==> src/rtl/ring_monitor.sv <==
// One-hot ring counter checker: confirms each enabled sample is one-hot and one step ahead
// of the last, decodes the hot index, counts laps and latches a sticky error on any break.
module ring_monitor #(
   parameter int unsigned N    = 3,
   parameter int unsigned LAPW = 8,
   localparam int unsigned IW  = (N > 1) ? $clog2(N) : 1
) (
   input  logic            CLK,
   input  logic            RESET,
   input  logic            CE,
   input  logic            CLR,
   input  logic [N-1:0]    I,
   output logic [IW-1:0]   IDX,
   output logic            VALID,
   output logic [LAPW-1:0] LAP,
   output logic            ERR
);

   typedef enum logic [1:0] {StAcq, StTrack, StFault} state_e;

   state_e          state_q, state_d;
   logic [N-1:0]    prev_q, prev_d;
   logic [IW-1:0]   idx_q, idx_d;
   logic            valid_q, valid_d;
   logic [LAPW-1:0] lap_q, lap_d;
   logic            err_q, err_d;

   logic            is_onehot;
   logic [IW-1:0]   hot_idx;
   logic [N-1:0]    prev_rot;
   logic [IW-1:0]   idx_inc;

   // Power-of-two test: exactly one bit set when nonzero and clearing the lowest set bit gives zero.
   assign is_onehot = (I != '0) && ((I & (I - N'(1))) == '0);
   assign prev_rot  = {prev_q[N-2:0], prev_q[N-1]};
   assign idx_inc   = (idx_q == IW'(N - 1)) ? '0 : idx_q + IW'(1);

   always_comb begin
      hot_idx = '0;
      for (int unsigned k = 0; k < N; k++) begin
         if (I[k]) hot_idx = IW'(k);
      end
   end

   always_comb begin
      state_d = state_q;
      prev_d  = prev_q;
      idx_d   = idx_q;
      valid_d = valid_q;
      lap_d   = lap_q;
      err_d   = err_q;
      if (CLR) begin
         state_d = StAcq;
         err_d   = 1'b0;
         lap_d   = '0;
         valid_d = 1'b0;
      end else if (CE) begin
         case (state_q)
            StAcq: begin
               if (is_onehot) begin
                  prev_d  = I;
                  idx_d   = hot_idx;
                  valid_d = 1'b1;
                  state_d = StTrack;
               end else begin
                  valid_d = 1'b0;
               end
            end
            StTrack: begin
               if (I == prev_rot) begin
                  prev_d = I;
                  idx_d  = idx_inc;
                  if (prev_q[N-1]) lap_d = lap_q + LAPW'(1);
               end else begin
                  err_d   = 1'b1;
                  valid_d = 1'b0;
                  state_d = StFault;
               end
            end
            StFault: begin
               valid_d = 1'b0;
               err_d   = 1'b1;
            end
            default: begin
               state_d = StAcq;
               valid_d = 1'b0;
            end
         endcase
      end
   end

   always_ff @(posedge CLK or posedge RESET) begin
      if (RESET) begin
         state_q <= StAcq;
         prev_q  <= '0;
         idx_q   <= '0;
         valid_q <= 1'b0;
         lap_q   <= '0;
         err_q   <= 1'b0;
      end else begin
         state_q <= state_d;
         prev_q  <= prev_d;
         idx_q   <= idx_d;
         valid_q <= valid_d;
         lap_q   <= lap_d;
         err_q   <= err_d;
      end
   end

   assign IDX   = idx_q;
   assign VALID = valid_q;
   assign LAP   = lap_q;
   assign ERR   = err_q;

endmodule
==> config.mk <==
export PLATFORM = sky130hd
export DESIGN_NAME = ring_monitor
export DESIGN_NICKNAME = d
export VERILOG_FILES = /design/src/rtl/ring_monitor.sv
export SDC_FILE = /design/constraint.sdc
export NUM_CORES = 1
export LEC_CHECK = 0
export CORE_MARGIN = 4
export CORE_UTILIZATION = 43
export DETAILED_ROUTE_END_ITERATION = 10
export PLACE_DENSITY = 0.69
export REMOVE_ABC_BUFFERS = 1
export SYNTH_ARGS = -nofsm -noshare
export SYNTH_HDL_FRONTEND = slang
export SYNTH_SLANG_ARGS = --single-unit
==> constraint.sdc <==
create_clock -name CLK -period 2.1 [get_ports CLK]
set_clock_uncertainty 0.05 [all_clocks]
set_input_delay 0.42 -clock CLK [delete_from_list [all_inputs] [get_ports CLK]]
set_output_delay 0.42 -clock CLK [all_outputs]
set_load 0.05 [all_outputs]
## Yosys cells after proc, flatten, opt, wreduce, memory -nomap -nowiden

Index checks and enable logic that the tools add are counted.

| storage, ports and cells | value |
|---|---|
| bits in registers | 17 |
| input bits | 7 |
| output and inout bits | 12 |
| logic and storage cells | 63 |

| operators by class | value |
|---|---|
| add/subtract/negate cells | 3 |
| eq/ne operators | 9 |
| mux-type cells | 28 |
| bitwise logic cells | 2 |
| reduce and logical (&&, ||, !) cells | 15 |

Operators by type and width:

| operator | count |
|---|---|
| 8-bit two-way mux | 5 |
| 2-bit two-way mux | 8 |
| 2-bit nonzero test | 5 |
| 8-bit by 1-bit adder with 8-bit output, second input constant | 1 |
| 1-bit two-way mux | 8 |
| 4-bit AND reduction | 2 |
| 3-bit two-way mux | 2 |
| 2-bit inequality test, second input constant | 3 |
| 3-bit inequality test, second input constant | 2 |
| 2-bit one-hot mux with 3 select lines | 1 |
| 3-bit one-hot mux with 2 select lines | 1 |
| 3-bit nonzero test | 2 |
| 5-bit AND reduction | 1 |
| 2-bit == test, second input constant | 2 |
| 1-bit one-hot mux with 2 select lines | 2 |
| 2-bit one-hot mux with 2 select lines | 1 |
| 3-bit bitwise AND | 1 |
| 3-bit == test | 1 |
| 3-bit logical NOT | 1 |
| 3-bit AND reduction | 1 |
| 3-bit by 1-bit subtractor with 3-bit output, second input constant | 1 |
| 2-bit by 1-bit adder with 2-bit output, second input constant | 1 |
| 2-bit by 1-bit == test with 1-bit output, second input constant | 1 |
| 2-bit logical NOT | 1 |
| other kinds (3) | 3 |

## Depth between registers and ports, before layout

Gate-level depths: netlist of run 1.

| logic depth | value |
|---|---|
| word-level depth | 8 |
| depth in mapped cells | 5 |
| gate-level depth less buffers | 4 |

## Least setup slack after synthesis of run 1

No wires, ideal clock.

| path | value |
|---|---|
| kind | input to register |
| start | in I[0] |
| end | reg prev_q[0] |
| library setup time | 125 ps |
| arrival | 1696 ps |
| data required time | 1925 ps |
| path slack | 229 ps |
| stages | 4 |
| buffers on the path | 0 |
| cells stage by stage | xnor2_1 > nand3_2 > a2111oi_4 > mux2_2 |

| on the way | value |
|---|---|
| cells in the longest elaborated chain, start to end | 6 |
| elaborated cells between the ends (all ways) | 12 |
| classes of those cells | 1 x add/sub; 3 x eq/ne; 3 x mux; 1 x bitwise; 4 x reduce/logical |

RTL lines:

| item | RTL line | source |
|---|---|---|
| start, declared | 12 | `input logic [N-1:0] I,` |
| 3-bit by 1-bit subtractor with 3-bit output | 34 | `assign is_onehot = (I != '0) && ((I & (I - N'(1))) == '0);` |
| 3-bit bitwise AND | 34 |  |
| 3-bit logical NOT | 34 |  |
| 1-bit logical AND | 34 |  |
| 2-bit inequality test (no source line) | - |  |
| 5-bit AND reduction (no source line) | - |  |
| end signal, assigned | 102 | `prev_q <= prev_d;` |
| end, declared | 22 | `logic [N-1:0] prev_q, prev_d;` |

Parallel ways exist; a longest one is shown, timed or not. The select of a mux whose other input is x is not followed.
A chain may end at the register's enable or synchronous reset.

## Worst setup path after layout of run 1

| path | value |
|---|---|
| start | in I[0] |
| end | reg prev_q[1] |

| on the way | value |
|---|---|
| cells in the longest elaborated chain, start to end | 6 |
| elaborated cells between the ends (all ways) | 9 |
| classes of those cells | 1 x add/sub; 3 x eq/ne; 1 x bitwise; 4 x reduce/logical |

RTL lines:

| item | RTL line |
|---|---|
| 3-bit by 1-bit subtractor with 3-bit output | 34 |
| 3-bit bitwise AND | 34 |
| 3-bit logical NOT | 34 |
| 1-bit logical AND | 34 |
| 2-bit inequality test (no source line) | - |
| 5-bit AND reduction (no source line) * | - |

Every way passes the cells marked *; elsewhere a longest branch is shown, timed or not.

==> metrics, run 1 <==
Final #Nets=133; global route total overflow=0; critical path type=primary input to flop; Mapped Area=918 um2; worst slew pin tran=0.637 ns; Skew-Pair Late Insertion Delay=0.29 ns; Yosys top cell area share=46.3%; antenna cells=0; crit path from=I[0]; final core utilization=65.4%; Starting Density=45.9%; ys async rst share=100%; startpoint type of the worst setup path=primary input; Synth area leader=dfrtp_1; drt pass-1 iters=4; vias=810; vias per cell=5.36; Post-CTS Hold Buffers=0; Post-Syn Instances=89; crit path capture type=flop; RR Endpoint=prev_q[1]$_DFFE_PP0P_; PortBufs=18; Post-synth top flop=dfrtp_1; endpoints failing hold=0; DIE AREA=2940 um2; Cell variety after synth=31; CTS tree=done; HP Class=primary input to asynchronous set/reset pin; Max FO, Critical Path=5; root buf cell=clkbuf_4; antenna viol nets, final=0; die height=54.2 um; cell count of the worst reg-to-reg path=4; Row Count=16; clk sink count=17; combinational family with the most area after synthesis=simple AND/OR/NAND/NOR gates; core area=2000 um2; minimum clock period=2.02 ns; setup ws final=0.0784 ns; WHS=0.448 ns; Post-Synth Adder-Cell Area=1.36%; DRT Wirelength=2050 um; Seq/Total Area, Yosys=46.3%; compound-cell area share of the yosys netlist=17.7%; initial antenna violation count=0; # IOs=19; most common cell in the netlist=dfrtp_1; drt wl/cell=13.6 um; all-layer global routing usage=16.7%; xor and xnor area share after synthesis=4.77%; mux contribution to synthesized area=7.08%; P&R area growth vs syn=42.5%; drt drc=0; status=complete, no violations; P per Cell Area=682 nW/um2; H-tree levels=1; Synth Area in Simple Gates=20.2%; DRT iter0 DRCs=8; Post-synth EDFFs=0; Setup Slack @ Placement=-0.324 ns; Max IR drop VDD=539 uV; top cells by area, synth=dfrtp_1 46%, a21oi_1 5.4%, mux2_2 4.9%; share of cells above drive strength 1=25.0%; CTS clk-pin slew, worst paths=0.10 ns; Critical Path AT=2.16 ns; Final Setup Violations=0; crit path to=prev_q[1]$_DFFE_PP0P_; Post-DP HPWL=1490 um; first-pass GRT wire length=3500 um; GPL Wtd Cong=0.777; clk buf depth=2; Mapped Avg Cell Area=10.3 um2; LEAKAGE=0.000606 uW; synthesized flop and latch total=17; Req. time, crit path=2.24 ns; total power=892 uW; Max Fclk=495 MHz; Synth warnings=0; Die X=54.2 um; Worst slew margin=57.5%; vias in the first global route=759; Max-Cap Viols=0; TritonCTS buffer count=3; Post-synth top cells=17 x dfrtp_1, 10 x a21oi_1; R2R Path Start=prev_q[0]$_DFFE_PP0P_; fin. max-slew vios=0; FF-to-FF setup slack=0.30 ns; largest net degree at the start of global routing=18; final worst-path cycle share=96.3%
metrics by stage:
step / cell area [um2] / std cells / setup TNS [ns]
2_1_floorplan: 910 / 87 / 0
3_3_place_gp: 1220 / 145 / -2.65
3_5_place_dp: 1220 / 145 / -2.75
4_1_cts: 1250 / 149 / 0
5_1_grt: 1310 / 151 / -0.00922
6_report: 1310 / 151 / 0
critical path, stage by stage:
cell and delay (ns):
clkdlybuf4s50_1 0.51, xnor2_2 0.26, nand3_2 0.14, a2111oi_4 0.45, mux2_2 0.39
kinds of logic after synthesis:
| kind of cell | after synthesis |
|---|---|
| muxes | 6 |
| and+or+nand+nor | 31 |
| adders and majority gates | 1 |
| AOI/OAI and AO/OA | 23 |
| DFF | 17 |
| buffers and inverters | 6 |
| xor gates and xnor gates | 5 |
state kept, by name, indices dropped and copies added, names as in the netlist:
signal / flops
state_q: 2
prev_q: 3
IDX: 2
ERR: 1
VALID: 1
LAP: 8
routing by layer:
| metal | routed length [um] | vias to the layer above | global-route usage (%) |
|---|---|---|---|
| li1 | - | 406 | - |
| met1 | 913 | 395 | 22.7 |
| met2 | 1060 | 7 | 25.5 |
| met3 | 66 | 2 | 4.90 |
| met4 | 12 | 0 | 4.98 |
| met5 | 0 | - | 0 |
cell type report:
cell class | instances | area, um2
Clock inverter | 1 | 5.00
Tap cell | 27 | 33.8
Multi-Input combinational cell | 66 | 504
Fill cell | 168 | 693
Sequential cell | 17 | 425
Clock buffer | 3 | 22.5
Timing Repair Buffer | 33 | 303
Inverter | 4 | 15.0
repair_timing:
action,in CTS,in global routing
buffers inserted,0,2
pin swaps,1,2
gates resized for setup,0,9
cloned,0,0
endpoints found under the setup margin,1,14
where the power goes:
group          internal (uW)  switching (uW)  total (uW)  leakage, uW
registers                365            39.0         404     0.000227
logic                    152             157         309     0.000361
clock network           70.8             108         178    0.0000177
placed cells by master (no fill, tap or decap), types with 4 or more instances in the layout:
cell             count
a21oi_1             10
buf_4               15
clkdlybuf4s50_1     14
nor2_1               4
mux2_2               4
dfrtp_1             17
dlymetal6s2s_1       4
o31ai_1              4
inv_1                4
or3_1                4
worst min path at each step:
| stage | end | cells after the start |
|---|---|---|
| floorplan | ERR$_DFFE_PP0P_ | 1 |
| global placement | prev_q[0]$_DFFE_PP0P_ | 1 |
| detailed placement | prev_q[0]$_DFFE_PP0P_ | 1 |
| CTS | LAP[7]$_DFFE_PP0P_ | 2 |
| global route | LAP[1]$_DFFE_PP0P_ | 2 |
| finish | IDX[0]$_DFFE_PP0P_ | 2 |
Note: power is estimated with default switching activity, not from simulation.
==> inputs of run 2 (changes only) <==
--- a/config.mk
+++ b/config.mk
@@ -8,6 +8,7 @@
 export CORE_MARGIN = 4
 export CORE_UTILIZATION = 43
 export DETAILED_ROUTE_END_ITERATION = 10
+export GPL_ROUTABILITY_DRIVEN = 0
 export PLACE_DENSITY = 0.69
 export REMOVE_ABC_BUFFERS = 1
 export SYNTH_ARGS = -nofsm -noshare
==> results of run 2 <==
Final layout, timing and power as in run 1 (identical DEF).
